--- src/rtl/uart_params.sv ---
// Bit-timing parameters shared by the UART transmit and receive paths, so both
// ends derive the same bit length from the same clock and rate.
package uart_params;

  localparam int DEFAULT_BIT_RATE = 9600;
  localparam int DEFAULT_CLK_HZ   = 50_000_000;

  // Integer-truncated clock cycles per line bit.
  function automatic int cycles_per_bit(input int clk_hz, input int bit_rate);
    return clk_hz / bit_rate;
  endfunction

endpackage

--- src/rtl/uart_tx.sv ---
// UART transmitter: start bit, LSB-first payload, STOP_BITS stop bits.
// The line and busy flag are both registered, so neither can glitch.
module uart_tx
  import uart_params::*;
#(
  parameter int BIT_RATE     = DEFAULT_BIT_RATE,
  parameter int CLK_HZ       = DEFAULT_CLK_HZ,
  parameter int PAYLOAD_BITS = 8,
  parameter int STOP_BITS    = 1
) (
  input  logic                    clk,
  input  logic                    resetn,
  output logic                    uart_txd,
  output logic                    uart_tx_busy,
  input  logic                    uart_tx_en,
  input  logic [PAYLOAD_BITS-1:0] uart_tx_data
);

  localparam int CYCLES_PER_BIT = cycles_per_bit(CLK_HZ, BIT_RATE);
  localparam int CW             = $clog2(CYCLES_PER_BIT + 1);
  localparam int BW             = $clog2(PAYLOAD_BITS + 1);

  localparam logic [CW-1:0] LAST_CYCLE = CW'(CYCLES_PER_BIT - 1);
  localparam logic [BW-1:0] LAST_BIT   = BW'(PAYLOAD_BITS - 1);
  localparam logic [BW-1:0] LAST_STOP  = BW'(STOP_BITS - 1);

  typedef enum logic [1:0] {
    IDLE  = 2'd0,
    START = 2'd1,
    DATA  = 2'd2,
    STOP  = 2'd3
  } state_t;

  state_t                  r_state, w_state_next;
  logic [CW-1:0]           r_cycle_cnt, w_cycle_cnt_next;
  logic [BW-1:0]           r_bit_cnt, w_bit_cnt_next;
  logic [PAYLOAD_BITS-1:0] r_shift, w_shift_next, w_shifted;
  logic                    r_txd, w_txd_next;
  logic                    r_busy;
  logic                    w_bit_end;

  assign w_bit_end = (r_cycle_cnt == LAST_CYCLE);
  assign w_shifted = r_shift >> 1;

  // The bit counter is reused in STOP to count stop bits.
  always_comb begin
    // NOTE: every output of this block gets a default first so no path can infer a latch.
    w_state_next     = r_state;
    w_cycle_cnt_next = r_cycle_cnt;
    w_bit_cnt_next   = r_bit_cnt;
    w_shift_next     = r_shift;
    w_txd_next       = r_txd;

    unique case (r_state)
      IDLE: begin
        w_txd_next = 1'b1;
        if (uart_tx_en) begin
          w_shift_next     = uart_tx_data;
          w_cycle_cnt_next = '0;
          w_txd_next       = 1'b0;
          w_state_next     = START;
        end
      end
      START: begin
        if (w_bit_end) begin
          w_cycle_cnt_next = '0;
          w_txd_next       = r_shift[0];
          w_state_next     = DATA;
        end else begin
          w_cycle_cnt_next = r_cycle_cnt + 1'b1;
        end
      end
      DATA: begin
        if (w_bit_end) begin
          w_cycle_cnt_next = '0;
          if (r_bit_cnt == LAST_BIT) begin
            w_bit_cnt_next = '0;
            w_txd_next     = 1'b1;
            w_state_next   = STOP;
          end else begin
            w_shift_next   = w_shifted;
            w_bit_cnt_next = r_bit_cnt + 1'b1;
            w_txd_next     = w_shifted[0];
          end
        end else begin
          w_cycle_cnt_next = r_cycle_cnt + 1'b1;
        end
      end
      STOP: begin
        if (w_bit_end) begin
          w_cycle_cnt_next = '0;
          if (r_bit_cnt == LAST_STOP) begin
            w_bit_cnt_next = '0;
            w_state_next   = IDLE;
          end else begin
            w_bit_cnt_next = r_bit_cnt + 1'b1;
          end
        end else begin
          w_cycle_cnt_next = r_cycle_cnt + 1'b1;
        end
      end
      default: w_state_next = IDLE;
    endcase
  end

  always_ff @(posedge clk or negedge resetn) begin
    if (!resetn) begin
      r_state     <= IDLE;
      r_cycle_cnt <= '0;
      r_bit_cnt   <= '0;
      r_shift     <= '0;
      r_txd       <= 1'b1;
      r_busy      <= 1'b0;
    end else begin
      // NOTE: non-blocking assignments so every flop samples pre-edge values.
      r_state     <= w_state_next;
      r_cycle_cnt <= w_cycle_cnt_next;
      r_bit_cnt   <= w_bit_cnt_next;
      r_shift     <= w_shift_next;
      r_txd       <= w_txd_next;
      r_busy      <= (w_state_next != IDLE);
    end
  end

  assign uart_txd     = r_txd;
  assign uart_tx_busy = r_busy;

endmodule

--- config.mk ---
export PLATFORM = sky130hd
export DESIGN_NAME = uart_tx
export DESIGN_NICKNAME = d
export VERILOG_FILES = /design/src/rtl/uart_params.sv /design/src/rtl/uart_tx.sv
export SDC_FILE = /design/constraint.sdc
export NUM_CORES = 1
export LEC_CHECK = 0
export CORE_UTILIZATION = 45
export CTS_BUF_LIST = sky130_fd_sc_hd__clkbuf_8
export DETAILED_ROUTE_END_ITERATION = 7
export MAX_ROUTING_LAYER = met4
export PLACE_DENSITY = 0.66
export SKIP_CTS_REPAIR_TIMING = 1
export SLEW_MARGIN = 20
export SYNTH_ARGS = -nofsm -noshare
export SYNTH_HDL_FRONTEND = slang
export SYNTH_SLANG_ARGS = --single-unit
--- constraint.sdc ---
create_clock -name clk -period 3.75 [get_ports clk]
set_clock_uncertainty 0.15 [all_clocks]
set_input_delay 0.5625 -clock clk [delete_from_list [all_inputs] [get_ports clk]]
set_output_delay 0.5625 -clock clk [all_outputs]
set_load 0.01 [all_outputs]
==> run_results.csv <==
group,metric,value,unit
die,io_pins,13,
setup_path,critPathKind,"flip-flop to flip-flop",
pwr,power_density,487,nW/µm²
synth,syn-num-nets,179,
routing,wire_per_inst,13.9,µm
place,dpl_cell_area,1840,µm²
global_routing,grt_pass1_wl,5620,µm
synth,ys_types,36,
synth,synth-main-ff-cell,"dfrtp_1",
run,max_cap_viol_count,0,
routing,ant_nets,0,
synth,synth_top_cell_area_share,0.420,
worst_hold_path,hold_path_end,"r_shift[4]$_DFFE_PN0P_",
global_routing,overflow,0,
clock_network,clkLatencyLatePin,280,ps
sta,max-slew-margin-rel,0.543,
global_routing,grt_pass1_vias,1270,
layout,finalInstanceArea,1920,µm²
setup_path,worstReg2RegStart,"r_state[0]$_DFF_PN0_",
die,start_util,0.484,
sta,hold_viol,0,
clock_network,ctsLongestPathBuffers,2,
layout,finish.utilization,0.558,
clock_network,htree_levels,2,
die,dieArea,3950,µm²
clock_network,cts.sinks,29,
die,row_count,21,
die,core_area,3440,µm²
die,die_height,62.9,µm
routing,wirelength,3110,µm
pwr,vdd.ir_drop.worst,244,µV
setup_path,crit_fanout,16,
routing,vias_per_cell,5.45,
synth,synth-seq-cells,29,
sta,worstMarginPinSlew,683,ps
synth,yosysWarningCount,0,
setup_path,required,3760,ps
global_routing,grt_max_degree,30,
sta,finalMaxSlewViolations,0,
layout,fill_cells,328,
place,dpl.hpwl,2260,µm
synth,synth.area.top_cells,"dfrtp_1 (42%), mux2_2 (10%), ha_1 (6.0%)",
routing,vias,1220,
synth,yosysMostFrequentCell,"dfrtp_1",
pwr,p_leak,0.818,nW
layout,nets,196,
routing,drc_errors,0,
setup_path,crit_arrival,2630,ps
clock_network,clkTransAtPathRegs,60,ps
clock_network,cts_tree,"built",
clock_network,cts-root-buf,"clkbuf_8",
synth,netlist_area,1670,µm²
routing,drt_first_pass_iters,5,
global_routing,track_usage,0.189,
synth,async_flop_share,1.00,
sta,tns,0,ps
clock_network,numCtsBuffers,5,
run_status,outcome,"finished, final reports clean",
synth,synth_top_area_cell,"dfrtp_1",
worst_hold_path,min_path_cells,1,
global_routing,grt_antenna_before_repair,0,
setup_path,r2r_end,"r_shift[1]$_DFFE_PN0P_",
sta,grt_setup_unrepaired,"false",
setup_path,r2r_cells,5,
layout,area_growth,15.2,%
worst_hold_path,hold_class,"flip-flop to flip-flop",
synth,synth_area_per_cell,10.4,µm²
setup_path,setup.worst_path.end_class,"flip-flop",
setup_path,start_kind,"flip-flop",
routing,drt_iter0_drc,47,
layout,drive_gt1_frac,0.140,
place,port_buffers,12,
sta,setup_viol,0,
synth,seq_area_frac_synth,0.436,
synth,synthTopCellsByCount,"dfrtp_1 (28), mux2_2 (15), nor2_1 (14), nand2_1 (13), nand3_1 (10)",
synth,synth_cells,160,
layout,diodes,0,
sta,fmaxAchievable,382,MHz
worst_hold_path,hold_start,"r_shift[4]$_DFFE_PN0P_",
place,gp_congestion,0.835,
sta,period_minus_slack,2620,ps
setup_path,regToRegSetupSlack,1130,ps
die,die_w,62.9,µm
synth,synth_edf_count,0,
sta,fin_crit_sh,0.698,
## worst max-delay path by stage
stage / from / endpoint / slack, ps / cells past startpoint
floorplan: r_state[0]$_DFF_PN0_ / r_shift[0]$_DFFE_PN0P_ / 1560 / 6
global placement: r_state[0]$_DFF_PN0_ / r_shift[3]$_DFFE_PN0P_ / 1240 / 5
detailed placement: r_state[0]$_DFF_PN0_ / r_shift[3]$_DFFE_PN0P_ / 1150 / 5
CTS: r_state[0]$_DFF_PN0_ / r_shift[3]$_DFFE_PN0P_ / 1120 / 5
global route: r_state[0]$_DFF_PN0_ / r_shift[1]$_DFFE_PN0P_ / 970 / 5
finish: r_state[0]$_DFF_PN0_ / r_shift[1]$_DFFE_PN0P_ / 1130 / 5
## critical path: stages, from the launching register on
cell,delay [ps]
dfrtp_1,420
inv_1,150
ha_1,600
nand4_1,280
o32ai_4,510
mux2_2,390
## sequential cells by signal, indices dropped and copies added (netlist names)
name,cells
r_shift,8
uart_tx_busy,1
r_state,2
r_cycle_cnt,13
uart_txd,1
r_bit_cnt,4
## power breakdown
part	total [mW]	internal, mW	switching, mW
combinational	0.278	0.131	0.148
sequential	0.423	0.385	0.0383
clock	0.233	0.123	0.110
total	0.935	0.639	0.296
## logic make-up (layout without fill, tap and decap cells)
logic type               Yosys count  in the layout  share of synthesized area
AO/OA/AOI/OAI                     25             25                      0.106
XOR/XNOR                           7              7                     0.0368
adder cells (fa/ha/maj)            8              8                     0.0601
buffers and inverters             10             28                     0.0225
flip-flops                        29             29                      0.436
multiplexers                      18             18                      0.122
AND/OR/NAND/NOR                   63             63                      0.217
## layer usage
metal	share of wire	global-route usage	wire, µm	vias up
met4	0.018	0.0814	56	0
met2	0.48	0.302	1510	14
met3	0.033	0.0566	104	5
met5	0	-	0	-
met1	0.46	0.220	1440	586
li1	-	-	-	615
## metrics by stage
step           total power, mW  setup slack (ps)  hold slack [ps]  std cells
2_1_floorplan            0.620              1560              117        160
3_3_place_gp             0.697              1240              312        216
3_5_place_dp             0.711              1150              325        216
4_1_cts                  0.946              1120              339        224
5_1_grt                   1.01               970              360        224
6_report                 0.935              1130              337        224
## final cells by class
class                      instances  area (µm²)  area share
inverter                           7        26.3      0.0137
tap                               46        57.6      0.0300
sequential                        29         727       0.379
clock inverter                     3        11.3     0.00586
timing repair buffer              13         128      0.0664
multi-input combinational        121         902       0.470
clock buffer                       5        68.8      0.0358
## layout by cell type (no fill, tap or decap), types with 6 or more instances in the layout
cell             instances
mux2_2                  15
inv_1                   10
ha_1                     8
nand3_1                 10
a21oi_1                  6
xor2_1                   7
o21ai_0                  9
clkdlybuf4s50_1         12
dfrtp_1                 28
nand2_1                 13
nor2_1                  14
Power figures use the tool's default switching activity.
